[src/rtl/mem_bus_pkg.sv]
// Shared definitions for the core memory-bus arbiter: FSM state encoding and
// requester identifiers used by the top and by testbenches.
package mem_bus_pkg;

    localparam logic [1:0] ST_IDLE  = 2'd0;
    localparam logic [1:0] ST_ISSUE = 2'd1;
    localparam logic [1:0] ST_WAIT  = 2'd2;
    localparam logic [1:0] ST_RESP  = 2'd3;

    localparam logic OWN_IF = 1'b0;
    localparam logic OWN_D  = 1'b1;

    typedef enum logic [1:0] {
        S_IDLE  = ST_IDLE,
        S_ISSUE = ST_ISSUE,
        S_WAIT  = ST_WAIT,
        S_RESP  = ST_RESP
    } state_e;

endpackage

[src/rtl/arb_pick_2.sv]
// Combinational two-way arbiter pick: chooses requester 0 or 1, alternating on
// ties when rr_en_i is set, otherwise giving requester 1 fixed priority.
module arb_pick_2 (
    input  logic req0_i,
    input  logic req1_i,
    input  logic last_i,
    input  logic rr_en_i,
    output logic gnt_o,
    output logic valid_o
);

    // Tie-break uses the previously served id so neither side can starve in RR mode.
    always_comb begin
        valid_o = req0_i | req1_i;
        gnt_o   = 1'b0;
        if (req0_i && req1_i) begin
            gnt_o = rr_en_i ? ~last_i : 1'b1;
        end else if (req1_i) begin
            gnt_o = 1'b1;
        end else begin
            gnt_o = 1'b0;
        end
    end

endmodule

[src/rtl/mem_bus_arbiter.sv]
// Arbitrates the fetch and load/store ports onto one fixed-latency synchronous
// memory, sequencing each access IDLE -> ISSUE -> (WAIT) -> RESP.
module mem_bus_arbiter
    import mem_bus_pkg::*;
#(
    parameter int ADDR_W  = 32,
    parameter int DATA_W  = 32,
    parameter int MEM_LAT = 1,
    parameter int RR      = 1
) (
    input  logic              clk,
    input  logic              rst,
    input  logic              if_req,
    input  logic [ADDR_W-1:0] if_addr,
    output logic [DATA_W-1:0] if_rdata,
    output logic              if_ready,
    input  logic              d_req,
    input  logic              d_we,
    input  logic [ADDR_W-1:0] d_addr,
    input  logic [DATA_W-1:0] d_wdata,
    output logic [DATA_W-1:0] d_rdata,
    output logic              d_ready,
    output logic              mem_en,
    output logic              mem_we,
    output logic [ADDR_W-1:0] mem_addr,
    output logic [DATA_W-1:0] mem_wdata,
    input  logic [DATA_W-1:0] mem_rdata
);

    if ((MEM_LAT < 1) || (MEM_LAT > 4)) begin : g_lat_check
        $error("mem_bus_arbiter: MEM_LAT must be within 1..4");
    end

    localparam logic [1:0] CNT_INIT = 2'(MEM_LAT - 1);

    state_e            state_q;
    logic              owner_q;
    logic              last_q;
    logic              we_q;
    logic [ADDR_W-1:0] addr_q;
    logic [DATA_W-1:0] wdata_q;
    logic [1:0]        cnt_q;
    logic [1:0]        cnt_d;
    logic              mem_en_q;
    logic              if_ready_q;
    logic              d_ready_q;
    logic [DATA_W-1:0] if_rdata_q;
    logic [DATA_W-1:0] d_rdata_q;
    logic              gnt_s;
    logic              gnt_valid_s;

    arb_pick_2 u_pick (
        .req0_i  (if_req),
        .req1_i  (d_req),
        .last_i  (last_q),
        .rr_en_i (RR != 0),
        .gnt_o   (gnt_s),
        .valid_o (gnt_valid_s)
    );

    // Latency counter: loaded while the strobe is out, counts down through WAIT.
    always_comb begin
        cnt_d = cnt_q;
        if (state_q == S_ISSUE) begin
            cnt_d = CNT_INIT;
        end else if ((state_q == S_WAIT) && (cnt_q != 2'd0)) begin
            cnt_d = cnt_q - 2'd1;
        end else begin
            cnt_d = cnt_q;
        end
    end

    // Transaction FSM; strobe and ready pulses are registered so they mark exactly one state.
    always_ff @(posedge clk or posedge rst) begin
        if (rst) begin
            state_q    <= S_IDLE;
            owner_q    <= OWN_IF;
            last_q     <= OWN_D;
            we_q       <= 1'b0;
            addr_q     <= '0;
            wdata_q    <= '0;
            cnt_q      <= 2'd0;
            mem_en_q   <= 1'b0;
            if_ready_q <= 1'b0;
            d_ready_q  <= 1'b0;
            if_rdata_q <= '0;
            d_rdata_q  <= '0;
        end else begin
            mem_en_q   <= 1'b0;
            if_ready_q <= 1'b0;
            d_ready_q  <= 1'b0;
            cnt_q      <= cnt_d;
            case (state_q)
                S_IDLE: begin
                    if (gnt_valid_s) begin
                        state_q  <= S_ISSUE;
                        owner_q  <= gnt_s;
                        mem_en_q <= 1'b1;
                        if (gnt_s == OWN_D) begin
                            we_q    <= d_we;
                            addr_q  <= d_addr;
                            wdata_q <= d_wdata;
                        end else begin
                            we_q    <= 1'b0;
                            addr_q  <= if_addr;
                        end
                    end
                end
                S_ISSUE: begin
                    last_q <= owner_q;
                    if (we_q) begin
                        state_q <= S_RESP;
                        if (owner_q == OWN_D) begin
                            d_ready_q <= 1'b1;
                        end else begin
                            if_ready_q <= 1'b1;
                        end
                    end else begin
                        state_q <= S_WAIT;
                    end
                end
                S_WAIT: begin
                    if (cnt_q == 2'd0) begin
                        state_q <= S_RESP;
                        if (owner_q == OWN_D) begin
                            d_rdata_q <= mem_rdata;
                            d_ready_q <= 1'b1;
                        end else begin
                            if_rdata_q <= mem_rdata;
                            if_ready_q <= 1'b1;
                        end
                    end
                end
                S_RESP: begin
                    state_q <= S_IDLE;
                end
                default: begin
                    state_q <= S_IDLE;
                end
            endcase
        end
    end

    assign mem_en    = mem_en_q;
    assign mem_we    = we_q;
    assign mem_addr  = addr_q;
    assign mem_wdata = wdata_q;
    assign if_ready  = if_ready_q;
    assign d_ready   = d_ready_q;
    assign if_rdata  = if_rdata_q;
    assign d_rdata   = d_rdata_q;

endmodule

[config.mk]
export PLATFORM = sky130hd
export DESIGN_NAME = mem_bus_arbiter
export DESIGN_NICKNAME = d
export VERILOG_FILES = /design/src/rtl/mem_bus_pkg.sv /design/src/rtl/arb_pick_2.sv /design/src/rtl/mem_bus_arbiter.sv
export SDC_FILE = /design/constraint.sdc
export NUM_CORES = 1
export LEC_CHECK = 0
export ABC_CLOCK_PERIOD_IN_PS = 6650
export CAP_MARGIN = 20
export CORE_AREA = 2 2 126 190
export CTS_BUF_LIST = sky130_fd_sc_hd__clkbuf_8
export DETAILED_ROUTE_END_ITERATION = 6
export DIE_AREA = 0 0 128 192
export PLACE_DENSITY = 0.63
export SYNTH_ARGS = -nofsm -noshare
export SYNTH_HDL_FRONTEND = slang
export SYNTH_HIERARCHICAL = 1
export SYNTH_SLANG_ARGS = --single-unit
[constraint.sdc]
create_clock -name clk -period 6.65 [get_ports clk]
set_input_delay 1.995 -clock clk [delete_from_list [all_inputs] [get_ports clk]]
set_output_delay 1.995 -clock clk [all_outputs]
set_load 0.1 [all_outputs]
==> results of run 1 <==
-- cell usage after synthesis --
cell type                   count  area (um2)
sky130_fd_sc_hd__a2111oi_0      1        8.76
sky130_fd_sc_hd__a211oi_1       1        7.51
sky130_fd_sc_hd__a21oi_1       34         170
sky130_fd_sc_hd__a31oi_1        1        6.26
sky130_fd_sc_hd__and2_1         1        6.26
sky130_fd_sc_hd__buf_2          9        45.0
sky130_fd_sc_hd__buf_4          4        30.0
sky130_fd_sc_hd__buf_6          4        45.0
sky130_fd_sc_hd__clkbuf_1       4        15.0
sky130_fd_sc_hd__conb_1         1        3.75
sky130_fd_sc_hd__dfrtp_1      137        3430
sky130_fd_sc_hd__dfstp_2        1        26.3
sky130_fd_sc_hd__ha_1           5        62.6
sky130_fd_sc_hd__inv_1          9        33.8
sky130_fd_sc_hd__mux2_2        70         788
sky130_fd_sc_hd__mux2_4        29         435
sky130_fd_sc_hd__mux2i_1       32         320
sky130_fd_sc_hd__nand2_1        1        3.75
sky130_fd_sc_hd__nand2_4        1        11.3
sky130_fd_sc_hd__nand3_1        3        15.0
sky130_fd_sc_hd__nor2_1        36         135
sky130_fd_sc_hd__nor2b_1        2        12.5
sky130_fd_sc_hd__o21ai_0        2        10.0
sky130_fd_sc_hd__o21bai_1       1        7.51
sky130_fd_sc_hd__or2_1          1        6.26
sky130_fd_sc_hd__xnor2_1        1        8.76
-- logic make-up after synthesis --
kind of cell    count (synthesis)  synth area share [%]
other cells                     1                0.0665
xor+xnor                        1                 0.155
mux                           131                  27.4
compound gates                 40                  3.73
buf+inv                        30                  2.99
simple gates                   45                  3.37
fa+ha+maj                       5                  1.11
flops                         138                  61.2
-- per-layer routing --
metal | vias to the layer above | global-route usage [%] | routed length [um]
met5 | - | 0 | 0
met4 | 0 | 5.45 | 295
met3 | 23 | 4.04 | 963
met2 | 160 | 22.3 | 8100
met1 | 1947 | 14.1 | 5950
li1 | 1887 | - | -
-- through the flow --
step | worst slack, ns | instance area, um2
after floorplan | 0.960 | 5640
after global placement | 2.29 | 8570
after detailed placement | 2.27 | 8570
after CTS | 2.57 | 8940
after global routing | 2.54 | 8940
final | 2.64 | 8940
-- sequential cells by signal (all words and copies together) (netlist names) --
signal and count:
if_rdata 32, d_ready 1, owner_q 1, if_ready 1, mem_en 1, d_rdata 32, mem_wdata 32, mem_addr 32
cnt_q 2, state_q 2, mem_we 1, last_q 1
-- worst max path at each step --
stage	start	to	slack, ns	depth (start not counted)
4_1_cts	mem_we	mem_we	2.57	1
3_5_place_dp	d_req	mem_wdata[5]	2.27	5
6_report	mem_we	mem_we	2.64	1
5_1_grt	mem_we	mem_we	2.54	1
2_1_floorplan	rst	cnt_q[0]	0.96	1
3_3_place_gp	d_req	mem_wdata[2]	2.29	5
-- layout make-up --
type / instances / area (um2)
fillers: 2216 / 13900
flip-flops and latches: 138 / 3450
repair buffers: 270 / 2690
multi-input cells: 223 / 2040
well taps: 280 / 350
clock buffers: 19 / 262
clock inverters: 13 / 114
inverters: 9 / 38.8
==> parameters.txt, run 1 <==
Parameter                              Value

Detailed routing
  Detailed Route Iter0 Violations ... 149
  Drt pass-1 iters ... 4
  DR WL/cell ... 16.1 um
  Total number of vias ... 4,017
  Count of antenna-violating nets left after detailed routing ... 0
  DRT Wirelength ... 15,300 um
  Avg Vias per Cell ... 4.22
  # DRC ... 0

Global route
  Number of antenna violations at the first check in global routing ... 0
  Pin count of the biggest net entering global routing ... 70
  Number of global-route vias before repair ... 4,318
  GR Util All Layers ... 12.7%
  Total overflow reported by the global router ... 0
  First-pass GRT wire length ... 23,700 um

Floorplan
  Die X-Extent ... 128 um
  DIE AREA ... 24,600 um2
  Boundary pin count ... 265
  Initial core utilization ... 24.7%
  Core outline area ... 22,800 um2
  Die span in y ... 192 um
  Cell Rows ... 68

Timing
  Clock Skew ... 0.0180 ns
  Number of slew-limit violations in the final report ... 0
  Transition at the pin with the smallest max-transition slack ... 1.03 ns
  Part of the cycle the worst path needs ... 60.3%
  Fin. Hold Viols ... 0
  Count of final setup violators ... 0
  Total Neg Setup Slack ... 0 ns
  Max Clk Rate ... 249 MHz
  Worst hold-check slack ... 0.491 ns
  Setup repair after global routing missed its margin ... false
  Worst rel slew slack ... 31.1%
  Post-route minimum period ... 4.01 ns

Status
  Run status ... complete, no violations

Final layout
  Non-filler instance count after layout ... 952
  Fin nets ... 797
  Commonest non-fill, non-tap cell in the layout ... sky130_fd_sc_hd__clkdlybuf4s50_1
  Antenna Cells ... 0
  Most frequent cells in the layout ... sky130_fd_sc_hd__clkdlybuf4s50_1, sky130_fd_sc_hd__dfrtp_1, sky130_fd_sc_hd__mux2_2, sky130_fd_sc_hd__nor2_1, sky130_fd_sc_hd__a21oi_1
  End-of-flow core utilization ... 39.2%
  Proportion of layout cells with a drive suffix above 1 ... 20.2%
  Layout Area Growth over Synthesis ... 58.5%

Worst setup path
  Start-to-end type of the worst setup path ... register to primary output
  Worst-path maximum fanout ... 4
  R2R setup slack ... 4.44 ns
  Destination of the worst register-to-register timing path ... mem_wdata[5]
  Critical path buffers and inverters ... 1
  Top delay family on crit path ... buffers and inverters
  Startpoint type of the worst setup path ... register
  Startpoint of the most critical register-to-register path ... last_q
  Worst endpoint required time ... 4.66 ns
  CP max-delay cell ... sky130_fd_sc_hd__clkdlybuf4s50_1
  Cell breakdown of the critical path ... clkdlybuf4s50_1
  Data arrival, critical path ... 2.02 ns
  Stage delay of the slowest cell on the critical path ... 1.16 ns
  Worst setup EP type ... primary output
  Worst Reg-to-Reg Cells ... 3

Min path
  Instance count along the most critical hold path ... 1
  Hold Path Origin ... owner_q
  Hold Crit Class ... register to register
  Endpoint of the worst hold path ... if_ready

Clocking
  CTS Buffer Depth ... 2
  H-tree levels ... 4
  Total number of clock tree sinks ... 138
  Number of gates resized after CTS ... 0
  Insertion delay to the later sink of the worst-skew pair ... 0.45 ns
  Reg clk slew, reported paths ... 0.08 ns
  CTS tree ... yes
  Number of buffers inserted during clock tree synthesis ... 17
  Number of buffers inserted by post-CTS setup repair ... 0
  CTS hold repair buffers ... 0
  Cell at the root of the clock tree ... sky130_fd_sc_hd__clkbuf_8

Placed design
  Cell Count Post-Placement ... 920
  Total of buffers placed on input and output ports ... 264
  Post-detailed-placement half-perimeter wirelength ... 11,000 um
  Gpl congestion ... 0.705

Yosys
  Post-synth design cell area ... 5640 um2
  Yosys warns ... 6
  Synthesized instance count ... 391
  Number of distinct library cells after synthesis ... 26
  Net count after synthesis ... 529
  Syn avg cell area ... 14.4 um2
  Register bit count reported by yosys ... 138
  Sequential area share after synthesis ... 61.2%

Job
  Max_cap viols ... 0
Power of run 1 is not shown: default switching activity piles up to over one toggle a cycle in this logic, so the estimate is an artifact.
==> run 2, diff against run 1 <==
ABC_CLOCK_PERIOD_IN_PS = 3500   (was 6650)
PLACE_DENSITY = 0.65   (was 0.63)
clock period = 3.5 ns   (was 6.65 ns; I/O delays follow)
==> run 2 against run 1 <==
Compared with the run above:
- critical path depth is 5 higher
- non-clock buffer count is 5 higher
- worst setup slack lost 1.6 ns
- sequential share of layout area up 1.2 points
- clock-buffer cell count shrank 1
- via count is 1.3% higher
- design area shrank 3.0%
- register-to-register slack got worse by 2.8 ns
- critical endpoint is now mem_wdata[11]
==> parameters.txt, run 2 (synthesis gave the netlist of run 1 again) <==
Parameter                              Value

Detailed routing
  Total number of vias ... 4,069
  # DRC ... 0
  Count of antenna-violating nets left after detailed routing ... 0
  DRT Wirelength ... 15,000 um
  Drt pass-1 iters ... 4
  DR WL/cell ... 15.7 um
  Detailed Route Iter0 Violations ... 91
  Avg Vias per Cell ... 4.26

Final layout
  Filler Cell Count ... 2,262
  Antenna Cells ... 0
  End-of-flow core utilization ... 38.1%
  Layout Area Growth over Synthesis ... 53.8%
  Sequential cell area in the final layout ... 3450 um2
  Multi-input logic area ... 2050 um2
  Commonest non-fill, non-tap cell in the layout ... sky130_fd_sc_hd__buf_4
  Fin nets ... 802
  Proportion of layout cells with a drive suffix above 1 ... 41.0%
  Most frequent cells in the layout ... sky130_fd_sc_hd__buf_4, sky130_fd_sc_hd__dfrtp_1, sky130_fd_sc_hd__clkdlybuf4s50_1, sky130_fd_sc_hd__mux2_2, sky130_fd_sc_hd__nor2_1

Global route
  GR Util All Layers ... 12.5%
  Total overflow reported by the global router ... 0
  Number of global-route vias before repair ... 4,399
  First-pass GRT wire length ... 23,500 um
  Pin count of the biggest net entering global routing ... 70
  Number of antenna violations at the first check in global routing ... 0

Worst setup path
  Worst endpoint required time ... 3.82 ns
  Worst setup EP type ... register
  Data arrival, critical path ... 2.77 ns
  R2R setup slack ... 1.64 ns
  Startpoint of the most critical register-to-register path ... state_q[0]
  Worst-path maximum fanout ... 9
  Startpoint type of the worst setup path ... primary input
  Stage delay of the slowest cell on the critical path ... 0.45 ns
  Worst Reg-to-Reg Cells ... 6
  Cell breakdown of the critical path ... clkdlybuf4s50_1 -> or2_1 -> and2_2 -> nand2_4 -> buf_4 -> mux2_4
  CP max-delay cell ... sky130_fd_sc_hd__clkdlybuf4s50_1
  Destination of the worst register-to-register timing path ... state_q[0]
  Start-to-end type of the worst setup path ... primary input to register

Floorplan
  Die span in y ... 192 um
  Initial core utilization ... 24.7%
  Core outline area ... 22,800 um2
  Die X-Extent ... 128 um
  Cell Rows ... 68
  Boundary pin count ... 265
  DIE AREA ... 24,600 um2

Timing
  Part of the cycle the worst path needs ... 69.9%
  Post-route minimum period ... 2.45 ns
  Worst rel slew slack ... 56.9%
  Fin. Hold Viols ... 0
  Count of final setup violators ... 0
  Max Clk Rate ... 409 MHz
  Clock Skew ... 0.0102 ns
  Number of slew-limit violations in the final report ... 0
  Transition at the pin with the smallest max-transition slack ... 0.646 ns
  Total Neg Setup Slack ... 0 ns
  Min setup slack post-route ... 1.05 ns
  Worst hold-check slack ... 0.507 ns
  Setup repair after global routing missed its margin ... false

Min path
  Instance count along the most critical hold path ... 1
  Hold Path Origin ... if_rdata[28]
  Endpoint of the worst hold path ... if_rdata[28]
  Hold Crit Class ... register to register

Placed design
  Gpl congestion ... 0.744
  Total of buffers placed on input and output ports ... 264
  Post-place setup slack ... 0.590 ns
  Post-detailed-placement half-perimeter wirelength ... 11,100 um

Clocking
  Reg clk slew, reported paths ... 0.07 ns
  Number of buffers inserted by post-CTS setup repair ... 0
  CTS Buffer Depth ... 2
  CTS tree ... yes
  Number of buffers inserted during clock tree synthesis ... 17
  CTS hold repair buffers ... 0
  Number of gates resized after CTS ... 0
  H-tree levels ... 4
  Total number of clock tree sinks ... 138
  Cell at the root of the clock tree ... sky130_fd_sc_hd__clkbuf_8
  Insertion delay to the later sink of the worst-skew pair ... 0.44 ns

Job
  Max_cap viols ... 0

Status
  Run status ... complete, no violations
==> run 2: changes by cell type in the layout (fill, tap and decap cells not counted), moves of 2 or more <==
cell                              change
sky130_fd_sc_hd__buf_4              +134
sky130_fd_sc_hd__nand3_2              +2
sky130_fd_sc_hd__buf_12               +3
sky130_fd_sc_hd__clkinv_2             +4
sky130_fd_sc_hd__inv_1                -4
sky130_fd_sc_hd__clkdlybuf4s50_1    -132
sky130_fd_sc_hd__nand3_1              -2
==> run 2: worst max path at each step <==
| stage | start | end | slack, ns | depth (start not counted) |
|---|---|---|---|---|
| after global placement | if_req | mem_wdata[15] | 0.64 | 6 |
| after detailed placement | if_req | mem_wdata[15] | 0.59 | 6 |
| after global routing | if_req | state_q[0] | 0.95 | 6 |
| after floorplan | rst | cnt_q[0] | 0.73 | 1 |
| final | if_req | mem_wdata[11] | 1.05 | 6 |
| after CTS | if_req | mem_wdata[11] | 1.10 | 6 |
==> run 2: area by class of cell <==
class	count	area share, %
clock buffers	18	2.85
clock inverters	12	1.27
inverters	9	0.433
multi-input cells	223	23.6
flip-flops and latches	138	39.8
well taps	280	4.04
repair buffers	275	28.0
==> run 2: metal layers <==
metal / track usage (%) / share of wire [%]
met1: 13.3 / 37
met2: 22.4 / 53
met3: 4.60 / 8.0
met4: 5.24 / 2.1
met5: 0 / 0
==> run 2: metrics by stage <==
step                      instance area [um2]  instances
final                                    8680        955
after global routing                     8680        955
after CTS                                8680        955
after detailed placement                 8320        925
after global placement                   8320        925
after floorplan                          5650        391
==> run 2: worst max-delay path: cells and delay by family <==
family / cells / cell delay [ns]
muxes: 1 / 0.32
and+or+nand+nor: 3 / 0.66
buffers and inverters: 2 / 0.72
Power of run 2 is left out for the same reason.
==> run 3, diff against run 2 <==
ABC_CLOCK_PERIOD_IN_PS = 2000   (was 3500)
clock period = 2 ns   (was 3.5 ns; I/O delays follow)
==> run 3 against run 2 <==
Compared with the run above:
- first-iteration DRC count is 12% higher
- cell count up 0.84%
- hold slack gained 0.0087 ns
- non-clock buffer count rose by 6
- largest cell class is now buffers
- clock-buffer cell count unchanged
- sequential share of layout area is 6.8 points lower
- register-to-register slack worse by 1.3 ns
- highest routed layer unchanged
- clock skew increased by 0.0077 ns
==> parameters.txt, run 3 (synthesis gave the netlist of run 1 again) <==
Parameter                              Value

Timing
  Part of the cycle the worst path needs ... 90.5%
  Worst hold-check slack ... 0.516 ns
  Max Clk Rate ... 552 MHz
  Total Neg Setup Slack ... 0 ns
  Number of slew-limit violations in the final report ... 0
  Count of final setup violators ... 0
  Post-route minimum period ... 1.81 ns
  Setup repair after global routing missed its margin ... false
  Fin. Hold Viols ... 0
  Clock Skew ... 0.0179 ns

Placed design
  Gpl congestion ... 0.704
  Post-detailed-placement half-perimeter wirelength ... 12,000 um
  Total of buffers placed on input and output ports ... 264

Final layout
  Fin nets ... 808
  Proportion of layout cells with a drive suffix above 1 ... 41.3%
  Commonest non-fill, non-tap cell in the layout ... sky130_fd_sc_hd__buf_12
  Most frequent cells in the layout ... sky130_fd_sc_hd__buf_12, sky130_fd_sc_hd__dfrtp_1, sky130_fd_sc_hd__clkdlybuf4s50_1, sky130_fd_sc_hd__mux2_2, sky130_fd_sc_hd__nor2_1
  Antenna Cells ... 0
  Filler Cell Count ... 2,025
  Layout Area Growth over Synthesis ... 85.7%

Worst setup path
  Worst setup EP type ... register
  Worst-path maximum fanout ... 18
  Startpoint of the most critical register-to-register path ... state_q[0]
  Start-to-end type of the worst setup path ... primary input to register
  Destination of the worst register-to-register timing path ... state_q[0]
  Startpoint type of the worst setup path ... primary input
  Worst endpoint required time ... 2.32 ns
  Data arrival, critical path ... 2.13 ns
  R2R setup slack ... 0.31 ns
  Worst Reg-to-Reg Cells ... 7

Floorplan
  Die span in y ... 192 um
  DIE AREA ... 24,600 um2
  Cell Rows ... 68
  Core outline area ... 22,800 um2
  Die X-Extent ... 128 um
  Boundary pin count ... 265
  Initial core utilization ... 24.7%

Min path
  Hold Path Origin ... owner_q
  Instance count along the most critical hold path ... 1
  Endpoint of the worst hold path ... if_ready
  Hold Crit Class ... register to register

Clocking
  Total number of clock tree sinks ... 138
  CTS Buffer Depth ... 2
  Number of gates resized after CTS ... 0
  CTS hold repair buffers ... 0
  Number of buffers inserted by post-CTS setup repair ... 0
  Cell at the root of the clock tree ... sky130_fd_sc_hd__clkbuf_8
  H-tree levels ... 4
  Number of buffers inserted during clock tree synthesis ... 17
  Reg clk slew, reported paths ... 0.08 ns
  CTS tree ... yes
  Insertion delay to the later sink of the worst-skew pair ... 0.45 ns

Detailed routing
  Count of antenna-violating nets left after detailed routing ... 0
  Avg Vias per Cell ... 4.25
  DR WL/cell ... 16.2 um
  Detailed Route Iter0 Violations ... 102
  # DRC ... 0
  Total number of vias ... 4,096
  DRT Wirelength ... 15,600 um
  Drt pass-1 iters ... 3

Global route
  Number of antenna violations at the first check in global routing ... 0
  First-pass GRT wire length ... 24,500 um
  Number of global-route vias before repair ... 4,517
  Pin count of the biggest net entering global routing ... 58
  Total overflow reported by the global router ... 0
  GR Util All Layers ... 13.2%

Job
  Max_cap viols ... 0

Status
  Run status ... complete, no violations
[run 3: cell count changes in the layout (fill, tap and decap cells not counted)]
cell / before / now
sky130_fd_sc_hd__bufinv_16: 2 / 4
sky130_fd_sc_hd__buf_4: 140 / 10
sky130_fd_sc_hd__inv_1: 10 / 13
sky130_fd_sc_hd__buf_12: 3 / 139
sky130_fd_sc_hd__clkinv_2: 7 / 5
sky130_fd_sc_hd__clkinvlp_4: 2 / 1
[run 3: layout make-up]
type	count	area [um2]	share of cell area [%]
inverters	9	37.5	0.358
multi-input cells	223	2050	19.5
clock buffers	18	248	2.36
clock inverters	14	164	1.56
repair buffers	281	4180	39.9
well taps	280	350	3.34
flip-flops and latches	138	3450	33.0
[run 3: worst max path at each step]
| stage | cells after the start | startpoint | end |
|---|---|---|---|
| CTS | 1 | mem_we | mem_we |
| global placement | 6 | d_req | mem_wdata[20] |
| finish | 6 | d_req | mem_wdata[24] |
| floorplan | 1 | rst | cnt_q[0] |
| detailed placement | 6 | d_req | mem_wdata[21] |
| global route | 7 | d_req | mem_addr[25] |
[run 3: critical path: stages]
cell                              delay [ns]
sky130_fd_sc_hd__clkdlybuf4s50_1        0.42
sky130_fd_sc_hd__or2_1                  0.25
sky130_fd_sc_hd__and2_2                 0.22
sky130_fd_sc_hd__nand2_4                0.12
sky130_fd_sc_hd__buf_12                 0.19
sky130_fd_sc_hd__mux2_4                 0.31
[run 3: per-stage QoR]
| step | instance area [um2] | instances | setup slack, ns | util, % |
|---|---|---|---|---|
| 2_1_floorplan | 5650 | 391 | -0.320 | - |
| 3_3_place_gp | 10100 | 931 | -0.248 | 44.2 |
| 3_5_place_dp | 10100 | 931 | -0.267 | 44.2 |
| 4_1_cts | 10500 | 963 | 0.222 | 46.0 |
| 5_1_grt | 10500 | 963 | 0.163 | 46.0 |
| 6_report | 10500 | 963 | 0.190 | 46.0 |
[run 3: metal layers]
metal,vias up,global-route usage [%],share of wire [%]
met5,-,0,0
met2,181,24.5,56
met3,12,4.85,7.4
li1,1915,-,-
met1,1988,13.6,36
met4,0,4.18,1.2
Power of run 3 is left out for the same reason.
